### src/rtl/seq_detector_param.sv
// Parametrised serial sequence detector (MSB of PATTERN received first).
// State = number of pattern bits currently matched (0..PATTERN_LEN).
// Transitions come from a table built at elaboration time with KMP
// fallback semantics, so the runtime logic is only a table lookup.
// MOORE selects registered (1) or combinational (0) match timing.
// OVERLAP selects whether a full match may seed the next one.
// Optional macro SEQDET_COUNT_EN adds a saturating match_count output.
module seq_detector_param #(
  parameter int                     PATTERN_LEN = 4,
  parameter logic [PATTERN_LEN-1:0] PATTERN     = 4'b1101,
  parameter int                     MOORE       = 0,
  parameter int                     OVERLAP     = 1,
  parameter int                     COUNT_W     = 8,
  parameter int                     ST_W        = 5
) (
  input  logic            clk,
  input  logic            reset,
  input  logic            x,
  input  logic            in_valid,
  output logic            match,
  output logic [ST_W-1:0] state_dbg
`ifdef SEQDET_COUNT_EN
  ,
  output logic [COUNT_W-1:0] match_count
`endif
);

  localparam logic [ST_W-1:0] FULL = ST_W'(PATTERN_LEN);

  // Reject configurations the state encoding cannot represent.
  if (PATTERN_LEN < 2 || PATTERN_LEN > 16) begin : g_len_chk
    $error("seq_detector_param: PATTERN_LEN must be within 2..16");
  end
  if ((1 << ST_W) <= PATTERN_LEN) begin : g_stw_chk
    $error("seq_detector_param: ST_W too narrow for PATTERN_LEN");
  end

  // Bit i of the pattern in arrival order (i = 0 is the first bit received).
  function automatic int pbit(input int i);
    logic [PATTERN_LEN-1:0] tmp;
    tmp = PATTERN >> (PATTERN_LEN - 1 - i);
    return int'(tmp[0]);
  endfunction

  // Next state after accepting bit b with s pattern bits matched: the
  // longest pattern prefix that is a suffix of (prefix_s followed by b).
  // For s = PATTERN_LEN this is exactly the prefix-function fallback.
  function automatic int nxt_f(input int s, input int b);
    int  n;
    int  r;
    int  idx;
    int  tb;
    bit  ok;
    r = 0;
    n = s + 1;
    for (int k = 1; k <= PATTERN_LEN; k++) begin
      if (k <= n) begin
        ok = 1'b1;
        for (int m = 0; m < k; m++) begin
          idx = n - k + m;
          tb  = (idx < s) ? pbit(idx) : b;
          if (tb != pbit(m)) ok = 1'b0;
        end
        if (ok) r = k;
      end
    end
    return r;
  endfunction

  logic [ST_W-1:0] tbl0 [PATTERN_LEN+1];
  logic [ST_W-1:0] tbl1 [PATTERN_LEN+1];

  // Without overlap, a completed match restarts as if from the empty state.
  for (genvar gs = 0; gs <= PATTERN_LEN; gs++) begin : g_tbl
    localparam int SRC = (gs == PATTERN_LEN && OVERLAP == 0) ? 0 : gs;
    assign tbl0[gs] = ST_W'(nxt_f(SRC, 0));
    assign tbl1[gs] = ST_W'(nxt_f(SRC, 1));
  end

  logic [ST_W-1:0] state;
  logic [ST_W-1:0] state_nxt;
  logic [ST_W-1:0] acc0;
  logic [ST_W-1:0] acc1;
  logic [ST_W-1:0] acc;
  logic            detect;

  // Look up both candidate successors of the current state.
  always_comb begin
    acc0 = '0;
    acc1 = '0;
    for (int s = 0; s <= PATTERN_LEN; s++) begin
      if (state == ST_W'(s)) begin
        acc0 = tbl0[s];
        acc1 = tbl1[s];
      end
    end
  end

  // Next state and detection; an unqualified bit (even X) leaves state alone.
  always_comb begin
    acc       = x ? acc1 : acc0;
    state_nxt = state;
    if (in_valid) state_nxt = acc;
    detect    = in_valid & (acc == FULL);
  end

  // State register; reset drops any partial match.
  always_ff @(posedge clk or negedge reset) begin
    if (!reset) state <= '0;
    else        state <= state_nxt;
  end

  assign state_dbg = state;
  assign match     = (MOORE != 0) ? (state == FULL) : detect;

`ifdef SEQDET_COUNT_EN
  logic [COUNT_W-1:0] cnt;

  // Saturating count of detections; holds at all-ones instead of wrapping.
  always_ff @(posedge clk or negedge reset) begin
    if (!reset)                  cnt <= '0;
    else if (detect && cnt != '1) cnt <= cnt + 1'b1;
  end

  assign match_count = cnt;
`endif

endmodule

### config.mk
export PLATFORM = sky130hd
export DESIGN_NAME = seq_detector_param
export DESIGN_NICKNAME = d
export VERILOG_FILES = /design/src/rtl/seq_detector_param.sv
export SDC_FILE = /design/constraint.sdc
export NUM_CORES = 1
export LEC_CHECK = 0
export ABC_CLOCK_PERIOD_IN_PS = 2070
export BUFFER_PORTS_ARGS = -buffer_cell sky130_fd_sc_hd__buf_2
export CAP_MARGIN = 20
export CORE_AREA = 2 2 39 41
export DETAILED_ROUTE_END_ITERATION = 16
export DIE_AREA = 0 0 41 43
export GPL_TIMING_DRIVEN = 0
export PLACE_DENSITY = 0.4
export SYNTH_ARGS = -nofsm -noshare
export SYNTH_HDL_FRONTEND = slang
export SYNTH_SLANG_ARGS = --single-unit
export TNS_END_PERCENT = 20
### constraint.sdc
create_clock -name clk -period 2.07 [get_ports clk]
set_clock_uncertainty 0.1 [all_clocks]
set_input_delay 0.1035 -clock clk [delete_from_list [all_inputs] [get_ports clk]]
set_output_delay 0.1035 -clock clk [all_outputs]
set_load 0.1 [all_outputs]
# == After elaboration in Yosys (flattened, before gate mapping) ==
# Index checks and enable logic that the tools add are counted.
# word_totals
reg_bits,5
inputBits,4
output_inout_bits,6
# op_classes
n_eq_ne,5
n_mux,9
bitwise,1
n_reduce_logical,1
# ops
op,n
$mux W5,6
$eq A5 B2 Y1 const B,2
$eq A5 B3 Y1 const B,2
$eq A5 B1 Y1 const B,1
$logic_not A5 Y1,1
$mux W2,2
$and A1 B1 Y1,1
$mux W1,1

# == Logic depth before layout (Yosys ltp) ==
# logic_depth
ltp_word,9
ltp_mapped,2

# == Worst setup path before layout ==
# OpenSTA, ideal clock, no wires.
# synth_path
kind,register to output
startpoint,"register state[0], in the netlist state_dbg[0]"
endpoint,output port match
arrival_ns,2.482
t_required_ns,1.866
path_slack_ns,-0.616
path_stages_with_launch,3
n_path_buf,0
cell_sequence,dfrtp_1 nand4_1 nor2_1
# synth_via
elab_chain_len,9
# synth_rtl
item,line,text
"start, declared",80,logic [ST_W-1:0] state;
"start signal, assigned",110,else state <= state_nxt;
$logic_not A5 Y1,92,if (state == ST_W'(s)) begin
$mux W1,92,
$mux W2,92,
$mux W5 (3 in a row),92,
$mux W5 (*),101,acc = x ? acc1 : acc0;
$eq A5 B3 Y1 (*),104,detect = in_valid & (acc == FULL);
$and A1 B1 Y1 (*),104,
"end, declared",20,"output logic match,"
# Every way passes the cells marked *; elsewhere a longest branch is shown, timed or not.

# == Final worst setup path ==
# Same ends and word-level chain as after synthesis.

==> reports/results.tsv <==
stage	metric	value	unit
floorplanning	design.portCount	10	
critical_path	critPathMaxStageDelay	0.42	ns
cells_and_area	diodes	0	
timing	setup_tns_final	0	ns
cells_and_area	largest_reg_flops	3	
critical_path	critical-path-slowest-cell	sky130_fd_sc_hd__dfrtp_1	
critical_path	critPathLaunchType	register	
floorplanning	design.core.area	1380	µm²
power	switching_power_share_of_the_total	56.9	%
yosys	mapped_cells	17	
clocking	cts_made_buffers	3	
global_route	grt_start_max_net_pins	7	
critical_path	r2r_start	state_dbg[2]	
placement	placed_instances	41	
placement	buffer_ports.inserted	7	
critical_path	worst_path_dominant_cell_family	flip-flops	
detailed_routing	detailedRoute.firstPassIterationCount	2	
timing	finalMaxSlewViolations	0	
floorplanning	initial_utilization	12.4	%
clocking	clk_buf_depth	2	
floorplanning	fp.dieH	43	µm
placement	detailed_place.area	238	µm²
timing	max_freq	630	MHz
floorplanning	die_area	1760	µm²
clocking	clk-insertion-delay-late	0.23	ns
clocking	cts_sinks	3	
floorplanning	fp-row-count	14	
hold_path	timing.hold.worst_path_depth	2	
clocking	worst_setup_hold_path_clk_slew	0.04	ns
clocking	cts-resized-gates	0	
critical_path	path_buf_inv	1	
critical_path	worst_r2r_endpoint	state_dbg[0]	
critical_path	worstSetupEndpointType	output pin	
cells_and_area	design.final.nets	35	
detailed_routing	via_count	158	
critical_path	cp_max_fo	6	
critical_path	crit_path_depth	3	
clocking	h-tree-depth	1	
global_route	grt_first_pass_wirelength	662	µm
outcome	status	finished clean	
detailed_routing	wirelength	407	µm
critical_path	ordered_cell_list_for_the_critical_path	nand4_1 > nor2_4 > buf_2	
power	clkPwrFrac	22.0	%
critical_path	crit_arrival	1.38	ns
timing	period_share	76.7	%
power	power_frac_comb	55.0	%
detailed_routing	viasPerCell	3.43	
critical_path	end_point_of_the_critical_path	match	
timing	final_period_minus_worst_setup_slack	1.59	ns
power	pwr-share-seq	23.0	%
yosys	synthesis.area_per_instance	10.1	µm²
cells_and_area	layout_cells_excl_fill	46	
yosys	syn_area	171	µm²
critical_path	critPathRequiredTime	1.87	ns
global_route	grt-ovfl-total	0	
placement	gp_congestion	0.556	
detailed_routing	drc	0	
detailed_routing	postRouteAntennaNets	0	
global_route	grt_antenna_before_repair	0	
yosys	synth_sequential_area_ratio	43.8	%
critical_path	worst-r2r-cell-count	2	
yosys	synth.yosys.warnings	0	
cells_and_area	final_layout_size_suffix_gt1_share	43.3	%
critical_path	worst_setup_slack_for_register_to_register_paths	0.90	ns
timing	finalSetupViolCount	0	
global_route	first_global_vias	152	
clocking	cts-root-buf	sky130_fd_sc_hd__clkbuf_4	
critical_path	critical_path.startpoint	state_dbg[0]	
power	static-leakage-power	0.131	nW
power	power.density	1740	nW/µm²
power	irDropWorstVdd	506	µV
global_route	grtUsageTotal	6.24	%
critical_path	critical_path_class	reg -> out	
yosys	yosys_register_bits	3	
power	power.switching	0.271	mW
yosys	synth.lib_cells_used.distinct	13	
power	internal_power	0.205	mW
cells_and_area	postLayoutCellArea	274	µm²
detailed_routing	initialDrtViolationCount	3	
cells_and_area	layout.core_utilization	19.8	%
hold_path	timing.hold.worst.class	in -> reg	
run	max_cap_violations	0	
timing	grt_setup_unrepaired	no	
cells_and_area	areaGrowthSynthToFinish	59.9	%
floorplanning	dieWidth	41	µm
timing	finalHoldViolCount	0	
clocking	tritoncts	built	
detailed_routing	wire_per_inst	8.85	µm
==> kinds of logic (layout without fill, tap and decap cells) <==
group / after synthesis / after routing / share of synthesized area, %
multiplexers: 1 / 1 / 5.84
other: 1 / 2 / 2.19
AO/OA/AOI/OAI: 3 / 3 / 11.7
XOR/XNOR: 2 / 2 / 10.2
AND/OR/NAND/NOR: 4 / 4 / 15.3
buffers and inverters: 3 / 15 / 10.9
flip-flops: 3 / 3 / 43.8
==> per-stage QoR <==
| step | power (mW) | hold WS, ns | setup WS [ns] |
|---|---|---|---|
| after floorplan | 0.328 | -0.292 | 0.0458 |
| after CTS | 0.484 | 0.0315 | 0.472 |
| after global placement | 0.366 | -0.202 | 0.752 |
| after detailed placement | 0.372 | -0.198 | 0.732 |
| final | 0.476 | 0.0351 | 0.482 |
| after global routing | 0.509 | 0.0348 | 0.378 |
==> cells in the final DEF (no fill, tap or decap), drive strengths merged <==
| cell type | count |
|---|---|
| nand4 | 1 |
| inv | 1 |
| conb | 2 |
| xnor2 | 2 |
| nand3b | 1 |
| clkbuf | 4 |
| buf | 9 |
| mux2i | 1 |
| dfrtp | 3 |
| or3b | 1 |
| nor2 | 1 |
| o22ai | 1 |
| o2bb2ai | 1 |
| dlygate4sd3 | 1 |
| o21ai | 1 |
==> power groups by stage <==
stage               clock, mW  combinational, mW  sequential, mW
CTS                     0.110              0.264           0.110
detailed placement          0              0.262           0.111
global route            0.123              0.272           0.114
finish                  0.105              0.262           0.110
global placement            0              0.258           0.108
floorplan                   0             0.0773           0.251
==> worst reg2reg max path, delay by kind of cell, from the launching register on <==
kind / cells / cell delay [ns]
and+or+nand+nor: 1 / 0.38
AOI/OAI and AO/OA: 1 / 0.15
DFF: 1 / 0.46
==> cell usage after synthesis <==
library cell                number  area [µm²]
sky130_fd_sc_hd__conb_1          1        3.75
sky130_fd_sc_hd__o2bb2ai_1       1        8.76
sky130_fd_sc_hd__o21ai_0         1        5.00
sky130_fd_sc_hd__o22ai_1         1        6.26
sky130_fd_sc_hd__or3b_1          1        8.76
sky130_fd_sc_hd__nand3b_1        1        7.51
sky130_fd_sc_hd__nand4_1         1        6.26
sky130_fd_sc_hd__nor2_1          1        3.75
sky130_fd_sc_hd__inv_1           1        3.75
sky130_fd_sc_hd__xnor2_1         2        17.5
sky130_fd_sc_hd__mux2i_1         1        10.0
sky130_fd_sc_hd__dfrtp_1         3        75.1
sky130_fd_sc_hd__buf_4           2        15.0
==> area by class of cell <==
| cell class | count | area [µm²] |
|---|---|---|
| Multi-Input combinational cell | 12 | 88.8 |
| Timing Repair Buffer | 8 | 45.0 |
| Fill cell | 161 | 1110 |
| Buffer | 2 | 15.0 |
| Tap cell | 16 | 20.0 |
| Sequential cell | 3 | 75.1 |
| Inverter | 1 | 3.75 |
| Clock buffer | 4 | 26.3 |
==> routing by layer <==
metal | part of all wire (%) | track usage, % | vias up
li1 | - | - | 82
met2 | 39 | 6.88 | 8
met1 | 50 | 7.14 | 68
met3 | 11 | 4.71 | 0
met5 | 0 | 0 | -
met4 | 0 | 6.00 | 0
==> how the worst min path moves through the flow <==
stage	endpoint	from
2_1_floorplan	state_dbg[0]	reset
3_3_place_gp	state_dbg[2]	reset
3_5_place_dp	state_dbg[1]	reset
4_1_cts	state_dbg[2]	in_valid
5_1_grt	state_dbg[2]	in_valid
6_report	state_dbg[2]	in_valid
==> what timing repair did <==
item | 4_1_cts | 5_1_grt
hold endpoints to repair | 3 | 0
hold buffers | 1 | 0
setup buffers | 0 | 0
(Power assumes the default switching activity.)
